--- config.mk ---
export PLATFORM = sky130hd
export DESIGN_NAME = dom_and_gate
export DESIGN_NICKNAME = d
export VERILOG_FILES = /design/src/rtl/dom_and_gate_pkg.sv /design/src/rtl/dom_and_gate_lane.sv /design/src/rtl/dom_and_gate.sv
export SDC_FILE = /design/constraint.sdc
export NUM_CORES = 1
export LEC_CHECK = 0
export BUFFER_PORTS_ARGS = -buffer_cell sky130_fd_sc_hd__buf_2
export CORE_AREA = 2 2 39 41
export CTS_CLUSTER_DIAMETER = 80
export DETAILED_ROUTE_END_ITERATION = 12
export DIE_AREA = 0 0 41 43
export PLACE_DENSITY = 0.39
export SETUP_SLACK_MARGIN = 0.5
export SYNTH_ARGS = -nofsm -noshare
export SYNTH_HDL_FRONTEND = slang
export SYNTH_SLANG_ARGS = --single-unit
--- constraint.sdc ---
create_clock -name clk -period 0.8 [get_ports clk]
set_input_delay 0.08 -clock clk [delete_from_list [all_inputs] [get_ports clk]]
set_output_delay 0.08 -clock clk [all_outputs]
set_load 0.05 [all_outputs]
--- src/rtl/dom_and_gate_pkg.sv ---
// Shared helpers for the domain-oriented masked AND gate.
// Holds the cross-domain remask term so every lane builds it the same way.
package dom_and_gate_pkg;

    function automatic logic dom_cross_term(input logic a_s, input logic b_s, input logic z_s);
        return (a_s & b_s) ^ z_s;
    endfunction

endpackage

--- src/rtl/dom_and_gate_lane.sv ---
// Single-bit first-order DOM-indep AND: four separate term flops, outputs XOR
// registered terms only so no unregistered path mixes the two domains.
module dom_and_lane
    import dom_and_gate_pkg::*;
(
    input  logic clk,
    input  logic rstn,
    input  logic ax_i,
    input  logic ay_i,
    input  logic bx_i,
    input  logic by_i,
    input  logic z0_i,
    output logic aq_o,
    output logic bq_o
);

    logic raa_d;
    logic rab_d;
    logic rbb_d;
    logic rba_d;

    // Each term gets its own flop so synthesis cannot fold a cross term into
    // an inner-domain XOR ahead of the register.
    (* keep = "true" *) logic raa_q;
    (* keep = "true" *) logic rab_q;
    (* keep = "true" *) logic rbb_q;
    (* keep = "true" *) logic rba_q;

    // Next-state terms: inner products plain, cross products remasked with Z0.
    always_comb begin
        raa_d = ax_i & ay_i;
        rbb_d = bx_i & by_i;
        rab_d = dom_cross_term(ax_i, by_i, z0_i);
        rba_d = dom_cross_term(bx_i, ay_i, z0_i);
    end

    // Term registers; reset discards any in-flight product.
    always_ff @(posedge clk or negedge rstn) begin
        if (!rstn) begin
            raa_q <= 1'b0;
            rab_q <= 1'b0;
            rbb_q <= 1'b0;
            rba_q <= 1'b0;
        end else begin
            raa_q <= raa_d;
            rab_q <= rab_d;
            rbb_q <= rbb_d;
            rba_q <= rba_d;
        end
    end

    assign aq_o = raa_q ^ rab_q;
    assign bq_o = rbb_q ^ rba_q;

endmodule

--- src/rtl/dom_and_gate.sv ---
// WIDTH-lane masked AND, one cycle latency, fully pipelined.
// Lanes are independent; each consumes only its own bit of Z0.
module dom_and_gate #(
    parameter int WIDTH = 1
) (
    input  logic [WIDTH-1:0] Ax,
    input  logic [WIDTH-1:0] Ay,
    input  logic [WIDTH-1:0] Bx,
    input  logic [WIDTH-1:0] By,
    input  logic [WIDTH-1:0] Z0,
    input  logic             clk,
    input  logic             rstn,
    output logic [WIDTH-1:0] Aq,
    output logic [WIDTH-1:0] Bq
);

    for (genvar g = 0; g < WIDTH; g++) begin : g_lane
        dom_and_lane u_lane (
            .clk  (clk),
            .rstn (rstn),
            .ax_i (Ax[g]),
            .ay_i (Ay[g]),
            .bx_i (Bx[g]),
            .by_i (By[g]),
            .z0_i (Z0[g]),
            .aq_o (Aq[g]),
            .bq_o (Bq[g])
        );
    end

endmodule

==> qor.txt <==
outcome: finished with violations
failing checks: hold timing, setup timing
Post-Place Setup Slack: -0.1227 ns
Placed Area: 272.8 um2
WP data arrival: 0.99 ns
routed vias/inst: 3.000
Clk pin slew, worst setup/hold paths: 0.04 ns
Max-cap violations: 0
# IOs: 9
delay-heaviest family, CP: flip-flops
Setup CP Type: reg -> out
final wirelength: 257 um
clock sink count: 4
Nets: 32
share of cells above drive strength 1: 0.7391
die span in y: 43 um
# diodes: 0
crit-path max FO: 1
Cell variety after synth: 6
Slew @ Worst Pin: 0.1687 ns
Seq/Total Area, Yosys: 0.6400
largest net degree at the start of global routing: 5
most frequent cells in the layout: buf_2, dfrtp_1, clkbuf_4
GR Util All Layers: 0.04449
Routed met3 length: 63 um
ANT nets after route: 0
core region area: 1384 um2
Rel. slew slack: 0.8875
Final setup viols: 2
Total Power: 642.8 uW
clk buf depth: 2
leak pwr: 0.0001429 uW
worst path cell trace: xor2_4 > buf_6
grt ovf: 0
fin worst setup slack: -0.2717 ns
crit share post-route: 1.340
metal2 WL: 118 um
Final Max Tran Viols: 0
Slowest-stage cell, CP: dfrtp_1
H-tree levels: 1
via count: 117
slowest cell delay on critical path: 0.42 ns
first-pass iteration count of the detailed router: 1
CP Capture Type: output pin
Final Cell Area: 307.8 um2
port bufs: 8
HPWL Detailed: 241 um
initial antenna violation count: 0
Yosys warning count: 0
total power per unit cell area: 2088 nW/um2
hold slack: -0.3546 ns
first-pass GRT wire length: 455 um
CTS tree: built
Achievable Freq: 933.1 MHz
most common cell after layout, fill and taps aside: buf_2
Routability Congestion: 0.5657
area added between synthesis and finish: 96.80%
post-layout util: 0.2224
DRC Markers: 0
clk root buf: clkbuf_4
WP data required: 0.72 ns
Syn Inst Count: 12
Total Neg Setup Slack: -0.5401 ns
startpoint type of the worst setup path: register
WP buf/inv: 1
WL met1: 76 um
Row Count: 14
First DRT Iteration DRCs: 0
critical path startpoint: g_lane[0].u_lane.rbb_q
hold crit path type: in -> async
number of buffers created by CTS: 3
starting density of the core: 0.1130
die area: 1763 um2
setup bufs post-CTS: 0
Mapped Area: 156.4 um2
Max IR drop VDD: 0.4737 mV
Mapped Avg Cell Area: 13.03 um2
vias in the first global route: 122
unrepaired setup endpoints after global routing: yes
Synth Net Count: 19
Die W: 41 um
routed length per instance: 6.590 um
top sig layer: met3
Synth Register Bits: 4
Final Hold Fails: 4
Final Critical Period: 1.072 ns
## layout make-up
type                       instances  area, um2
clock buffer                       3      22.52
fill                             155       1076
multi-input combinational          8      112.6
sequential                         4      100.1
tap                               16      20.02
timing repair buffer               8      52.55
## report_power, final
group	leakage [uW]	switching, uW	total [uW]	internal [uW]
clock	0.0000138	70.5	237	167
combinational	0.0000801	89.7	165	75.8
sequential	0.0000491	20.8	240	219
## metrics by stage
step                std cells  hold slack (ns)
global route               39          -0.3491
finish                     39          -0.3546
detailed placement         36          -0.1140
floorplan                  12          -0.2156
global placement           36          -0.1139
CTS                        39          -0.3609
## repair_timing
action,in CTS,in global routing
setup endpoints to repair,2,2
resized for setup,4,0
endpoints found under the hold margin,4,4
pin swaps,2,0
## metal layers
layer,global-route usage,vias up
met2,0.04375,9
li1,-,58
met5,0,-
met1,0.04605,50
met4,0.06000,0
met3,0.03665,0
## logic make-up after synthesis
family                    after synthesis  share of synthesized area
DFF                                     4                     0.6400
and+or+nand+nor                         4                     0.1361
xor gates and xnor gates                4                     0.2240
## registers in the layout, indices dropped and copies added, names as in the netlist
| signal | flops |
|---|---|
| g_lane.u_lane.raa_q | 1 |
| g_lane.u_lane.rbb_q | 1 |
| g_lane.u_lane.rba_q | 1 |
| g_lane.u_lane.rab_q | 1 |
## path summary, 6_finish.rpt
kind	end	cells past startpoint
min in group clk	g_lane[0].u_lane.rab_q	2
worst min-delay path	g_lane[0].u_lane.rba_q	1
max in group asynchronous	g_lane[0].u_lane.raa_q	1
worst max-delay path	Bq	2
## synthesized netlist by cell type
library cell	number	area share
and2_1	1	0.040
xnor2_1	2	0.11
xor2_1	2	0.11
and2_2	1	0.048
dfrtp_1	4	0.64
nand2_1	2	0.048
Note: power is estimated with default switching activity, not from simulation.
